--- config.mk ---
export PLATFORM = sky130hd
export DESIGN_NAME = mask_share_feeder
export DESIGN_NICKNAME = d
export VERILOG_FILES = /design/src/rtl/mask_share_feeder.sv
export SDC_FILE = /design/constraint.sdc
export NUM_CORES = 1
export LEC_CHECK = 0
export BUFFER_PORTS_ARGS = -buffer_cell sky130_fd_sc_hd__buf_2
export CAP_MARGIN = 40
export CORE_MARGIN = 4
export CORE_UTILIZATION = 50
export CTS_CLUSTER_DIAMETER = 30
export DETAILED_ROUTE_END_ITERATION = 10
export PLACE_DENSITY = 0.75
export SLEW_MARGIN = 20
export SYNTH_ARGS = -nofsm -noshare
export SYNTH_HDL_FRONTEND = slang
export SYNTH_SLANG_ARGS = --single-unit
--- constraint.sdc ---
create_clock -name g_clk -period 4.7 [get_ports g_clk]
set_input_delay 0.235 -clock g_clk [delete_from_list [all_inputs] [get_ports g_clk]]
set_output_delay 0.235 -clock g_clk [all_outputs]
set_load 0.05 [all_outputs]
--- src/rtl/mask_share_feeder.sv ---
// Operand share generator for a masked AND gadget: splits a/b into Boolean shares
// and supplies fresh gadget randomness from a 64-bit Galois LFSR. Optional FEEDER_OP_COUNT_EN adds ops_done.
module mask_share_feeder #(
    parameter int          W        = 1,
    parameter logic [63:0] SEED_RST = 64'h1
) (
    input  logic         g_clk,
    input  logic         g_resetn,
    input  logic         seed_we,
    input  logic [63:0]  seed,
    input  logic         in_valid,
    output logic         in_ready,
    input  logic [W-1:0] a,
    input  logic [W-1:0] b,
    output logic [W-1:0] ax,
    output logic [W-1:0] ay,
    output logic [W-1:0] bx,
    output logic [W-1:0] by,
    output logic [W-1:0] z0,
    output logic [W-1:0] z1,
    output logic         clk_en,
    output logic         out_valid,
    input  logic         out_ready
`ifdef FEEDER_OP_COUNT_EN
    ,
    output logic [31:0]  ops_done
`endif
);

    typedef enum logic [1:0] {
        ST_UNSEEDED,
        ST_IDLE,
        ST_LOAD,
        ST_EVAL
    } state_t;

    // Right-shifting Galois form of x^64+x^63+x^61+x^60+1.
    localparam logic [63:0] LFSR_TAPS = 64'hD800_0000_0000_0000;

    state_t        state_q, state_d;
    logic [63:0]   lfsr_q, lfsr_d;
    logic [W-1:0]  ax_q, ay_q, bx_q, by_q, z0_q, z1_q;
    logic          accept;
    logic          finish;

    assign accept = in_valid && (state_q == ST_IDLE);
    assign finish = out_ready && (state_q == ST_EVAL);

    always_comb begin
        state_d = state_q;
        case (state_q)
            ST_UNSEEDED: if (seed_we)   state_d = ST_IDLE;
            ST_IDLE:     if (in_valid)  state_d = ST_LOAD;
            ST_LOAD:                    state_d = ST_EVAL;
            ST_EVAL:     if (out_ready) state_d = ST_IDLE;
            default:                    state_d = ST_UNSEEDED;
        endcase
    end

    // A zero seed would lock the LFSR, so it is replaced by 1.
    always_comb begin
        lfsr_d = lfsr_q;
        if (seed_we) begin
            lfsr_d = (seed == 64'h0) ? 64'h1 : seed;
        end else if (state_q != ST_UNSEEDED) begin
            lfsr_d = (lfsr_q >> 1) ^ (lfsr_q[0] ? LFSR_TAPS : 64'h0);
        end
    end

    always_ff @(posedge g_clk or negedge g_resetn) begin
        if (!g_resetn) begin
            state_q <= ST_UNSEEDED;
            lfsr_q  <= SEED_RST;
        end else begin
            state_q <= state_d;
            lfsr_q  <= lfsr_d;
        end
    end

    // Shares are wiped when the gadget result is consumed so IDLE never exposes stale values.
    always_ff @(posedge g_clk or negedge g_resetn) begin
        if (!g_resetn) begin
            ax_q <= '0;
            ay_q <= '0;
            bx_q <= '0;
            by_q <= '0;
            z0_q <= '0;
            z1_q <= '0;
        end else if (accept) begin
            ax_q <= a ^ lfsr_q[0 +: W];
            ay_q <= lfsr_q[0 +: W];
            bx_q <= b ^ lfsr_q[16 +: W];
            by_q <= lfsr_q[16 +: W];
            z0_q <= lfsr_q[32 +: W];
            z1_q <= lfsr_q[48 +: W];
        end else if (finish) begin
            ax_q <= '0;
            ay_q <= '0;
            bx_q <= '0;
            by_q <= '0;
            z0_q <= '0;
            z1_q <= '0;
        end
    end

    assign ax        = ax_q;
    assign ay        = ay_q;
    assign bx        = bx_q;
    assign by        = by_q;
    assign z0        = z0_q;
    assign z1        = z1_q;
    assign in_ready  = (state_q == ST_IDLE);
    assign clk_en    = (state_q == ST_LOAD);
    assign out_valid = (state_q == ST_EVAL);

`ifdef FEEDER_OP_COUNT_EN
    logic [31:0] ops_q;

    always_ff @(posedge g_clk or negedge g_resetn) begin
        if (!g_resetn) begin
            ops_q <= 32'h0;
        end else if (finish) begin
            ops_q <= ops_q + 32'h1;
        end
    end

    assign ops_done = ops_q;
`endif

endmodule

Word-level counts from Yosys, hierarchy flattened
Index checks and enable logic that the tools add are counted.
{"block": "word_totals", "output_inout_bits": 9, "word_cells": 40, "inputBits": 71, "reg_bits": 72}
{"block": "op_classes", "reduce_logical": 8, "n_eq_ne": 6, "muxes": 15, "bitwise_logic": 3}
{"operator": "$mux W64", "n": 4}
{"operator": "$logic_not A64 Y1", "n": 1}
{"operator": "$xor A63 B64 Y64", "n": 1}
{"operator": "$pmux W2 S4", "n": 1}
{"operator": "$mux W1", "n": 7}
{"operator": "$mux W2", "n": 3}
{"operator": "$reduce_bool A2 Y1", "n": 3}
{"operator": "$eq A2 B2 Y1 const B", "n": 2}
{"operator": "$ne A2 B2 Y1 const B", "n": 2}
{"operator": "$reduce_and A3 Y1", "n": 1}
{"operator": "$eq A2 B1 Y1 const B", "n": 1}
{"operator": "$logic_and A1 B1 Y1", "n": 2}
{"operator": "$logic_not A2 Y1", "n": 1}
{"operator": "$ne A2 B1 Y1 const B", "n": 1}
{"operator": "$xor A1 B1 Y1", "n": 2}

Longest topological paths before layout
{"block": "logic_depth", "depth_word": 4, "depth_mapped": 7}

Worst setup path before layout
No wires, ideal clock.
{"block": "synth_path", "path_kind": "reg2reg", "start": "register state_q[1]", "end": "register ax_q, in the netlist ax", "arrival_ns": 1.742, "n_path_buf": 1, "period_less_slack_ns": 1.863, "required_ns": 4.579, "setup_ns": 0.121, "setup_slack_ns": 2.837, "path_stages_with_launch": 7, "cell_sequence": "dfrtp_1 -> inv_1 -> ha_1 -> and2_1 -> clkbuf_1 -> a21oi_1 -> a22o_1"}
{"block": "synth_between", "elab_chain_cells": 3, "elab_cells_between_ends": 6}
{"item": "start, declared", "line": "40", "source": "state_t state_q, state_d;"}
{"item": "start signal, assigned", "line": "75", "source": "state_q <= state_d;"}
{"item": "$eq A2 B1 Y1 (*)"}
{"item": "named net in_ready", "line": "12", "source": "output logic in_ready,"}
{"item": "$logic_and A1 B1 Y1 (*)", "line": "46", "source": "assign accept = in_valid && (state_q == ST_IDLE);"}
{"item": "$mux W1 or $reduce_bool A2 Y1 (tied branches)"}
{"item": "end signal, assigned", "line": "90", "source": "ax_q <= a ^ lfsr_q[0 +: W];"}
{"item": "end, declared", "line": "42", "source": "logic [W-1:0] ax_q, ay_q, bx_q, by_q, z0_q, z1_q;"}
The timed path passes the listed nets; every way through them passes the cells marked *.
A chain may end at the register's enable or synchronous reset.

Worst setup path after layout
{"block": "layout_path", "start": "register state_q[0]", "end": "register state_q[1]"}
{"block": "layout_between", "elab_chain_cells": 3, "elab_cells_between_ends": 9}
{"item": "$eq A2 B2 Y1 (tied with other cells)", "line": "51", "source": "case (state_q)"}
{"item": "$ne A2 B1 Y1 (no source line) or $ne A2 B2 Y1 (tied branches)"}
{"item": "$reduce_and A3 Y1 (no source line)"}
Several ways; a longest one is shown, not always the timed one.

==> impl_metrics.json <==
{
  "status": "completed",
  "place_congestion": 0.736,
  "post_cts_buffers": 0,
  "clk_latency_ps": 340,
  "synthesis.nets": 415,
  "power.density_nw_per_um2": 513,
  "cts-root-buf": "clkbuf_8",
  "worstPathMaxFanout": 27,
  "clk_pin_slew_worst_paths_ps": 80,
  "drt_iter0_drc": 103,
  "synth_top_cell_by_area": "dfrtp_1",
  "grt_usage_pct": 19.0,
  "design_area_um2": 4190,
  "vias": 2716,
  "syn_inst": 340,
  "fin_nets": 486,
  "areaGrowthSynthToFinish_pct": 21.3,
  "cap_violations": 0,
  "syn_area_per_cell_um2": 10.2,
  "ys_types": 24,
  "fin_util_pct": 62.0,
  "reg2reg_setup_slack_ps": 2860,
  "min_period_ps": 1840,
  "vdd_drop_max_uv": 207,
  "startpoint_type": "flip-flop",
  "cts_tree": "built",
  "wl_per_cell_um": 15.6,
  "place_ws_ps": 2720,
  "cp_top_family": "adder cells",
  "path_cells": "inv_1 -> ha_4 -> inv_1 -> o22ai_1 -> a21oi_1 -> mux2_2",
  "cpMaxStageDelayCell": "ha_4",
  "hp-start": "seed[26]",
  "yosysWarnings": 0,
  "rsz0062_at_grt": "no",
  "cts_hold_buffers": 1,
  "synth_seq_cells": 72,
  "antenna_found_initial": 0,
  "ant_nets": 0,
  "dp_hpwl_mm": 5.49,
  "synthesis.area_um2": 3450,
  "io_buffers": 79,
  "die_w_um": 91.1,
  "cp.required_ps": 4920,
  "gr-total-overflow": 0,
  "endpoint_kind": "flip-flop",
  "finalSetupTns_ps": 0,
  "setup_violations": 0,
  "vias_per_cell": 5.48,
  "reg2reg_depth": 6,
  "design.core.area_um2": 6760,
  "hold_end": "lfsr_q[26]",
  "grt_pass1_wl_mm": 12.6,
  "layout_setup_ws_ps": 2860,
  "hold_path_class": "input port to flip-flop",
  "cts_sinks": 72,
  "final_common_cell": "buf_2",
  "max_slew_margin_pct": 53.9,
  "cts_buffer_depth": 2,
  "drv_slew": 0,
  "finalHoldViolations": 0,
  "mostFrequentLayoutCells": "buf_2, dfrtp_1, o21ai_0, nand2_1, mux2i_1",
  "grt_pass1_vias": 2722,
  "routed_wl_mm": 7.71,
  "io_pins": 80,
  "worst_pin_slew_ps": 685,
  "p_total_mw": 2.15,
  "dpl_cell_area_um2": 3940,
  "drive_gt1_share_pct": 24.8,
  "initial_core_util_pct": 51.1,
  "whs_path_depth": 3,
  "die_area_um2": 8300,
  "cts-resized-gates": 0,
  "p_leak_nw": 1.87,
  "antennaDiodeCount": 0,
  "critPathKind": "flip-flop to flip-flop",
  "synthTopCellsByArea": "dfrtp_1, mux2i_1, o21ai_0, nand2_1, nor4_1",
  "critPathMaxStageDelay_ps": 450,
  "die_h_um": 91.1,
  "numCtsBuffers": 9,
  "cp_common_cell": "inv_1",
  "ys_seq_area_share_pct": 52.2,
  "period_share_pct": 39.2,
  "r2r-end": "state_q[1]",
  "max_freq_mhz": 543,
  "first_pass_iters": 5,
  "rows": 30,
  "r2r_start": "state_q[0]",
  "yosysTopAreaCellShare_pct": 51.4,
  "drc": 0,
  "grt_max_degree": 68,
  "worst_clock_skew_ps": 7.88,
  "cp.arrival_ps": 2060,
  "cp_num_buf_inv": 2,
  "cts_max_level": 3
}
cell families (layout without fill, tap and decap cells):
family	Yosys count	count (layout)	share of synthesized area (%)
multiplexers	61	61	17.7
flip-flops	72	72	52.2
XOR/XNOR	5	5	1.27
adder cells (fa/ha/maj)	4	4	1.45
AND/OR/NAND/NOR	89	89	11.6
AO/OA/AOI/OAI	79	79	12.2
buffers and inverters	30	106	3.55
Yosys cell counts (all sizes together):
cell    number
a211oi       1
a21oi        5
a22o         6
a31oi        1
and2         1
buf          8
clkbuf      16
dfrtp       71
dfstp        1
ha           4
inv          6
mux2         1
mux2i       60
nand2       63
nand4        4
nor2         3
nor2b        1
nor4        16
o21ai       65
o22ai        1
or4          1
xnor2        3
xor2         2
report_power, final:
part	leakage, nW	internal (mW)	switching, mW
Sequential	0.876	0.761	0.0914
Combinational	0.880	0.299	0.425
Clock	0.115	0.342	0.231
Total	1.87	1.40	0.747
stage by stage:
step	cells	hold slack, ps
6_report	496	110
5_1_grt	496	107
4_1_cts	496	98.7
3_5_place_dp	479	292
3_3_place_gp	476	454
2_1_floorplan	340	-60.6
worst register-to-register path, stage by stage, from the launching register on:
cell	delay (ps)
dfrtp_1	430
inv_1	140
ha_4	450
inv_1	80
o22ai_1	260
a21oi_1	90
mux2_2	290
sequential cells by signal (all words and copies together), names as in the netlist:
signal	cells
ax	1
ay	1
bx	1
by	1
lfsr_q	64
state_q	2
z0	1
z1	1
routing by layer:
metal,global-route usage [%],vias up,share of wire (%)
li1,-,1342,-
met1,25.1,1295,45
met2,30.8,67,48
met3,4.06,12,5.9
met4,6.91,0,1.4
met5,0,-,0
worst max-delay path by stage:
stage | start | endpoint | slack (ps) | cells past startpoint
2_1_floorplan | state_q[1] | ax | 2840 | 6
3_3_place_gp | state_q[0] | state_q[1] | 2530 | 6
3_5_place_dp | seed[25] | lfsr_q[0] | 2720 | 5
4_1_cts | state_q[0] | state_q[1] | 2870 | 6
5_1_grt | state_q[0] | lfsr_q[38] | 2740 | 5
6_report | state_q[0] | state_q[1] | 2860 | 6
final cells by class:
cell class / count / area [µm²]
Clock buffer: 12 / 165
Tap cell: 80 / 100
Multi-Input combinational cell: 238 / 1540
Inverter: 6 / 22.5
Clock inverter: 4 / 75.1
Timing Repair Buffer: 84 / 483
Fill cell: 584 / 2570
Sequential cell: 72 / 1800
Power figures use the tool's default switching activity.
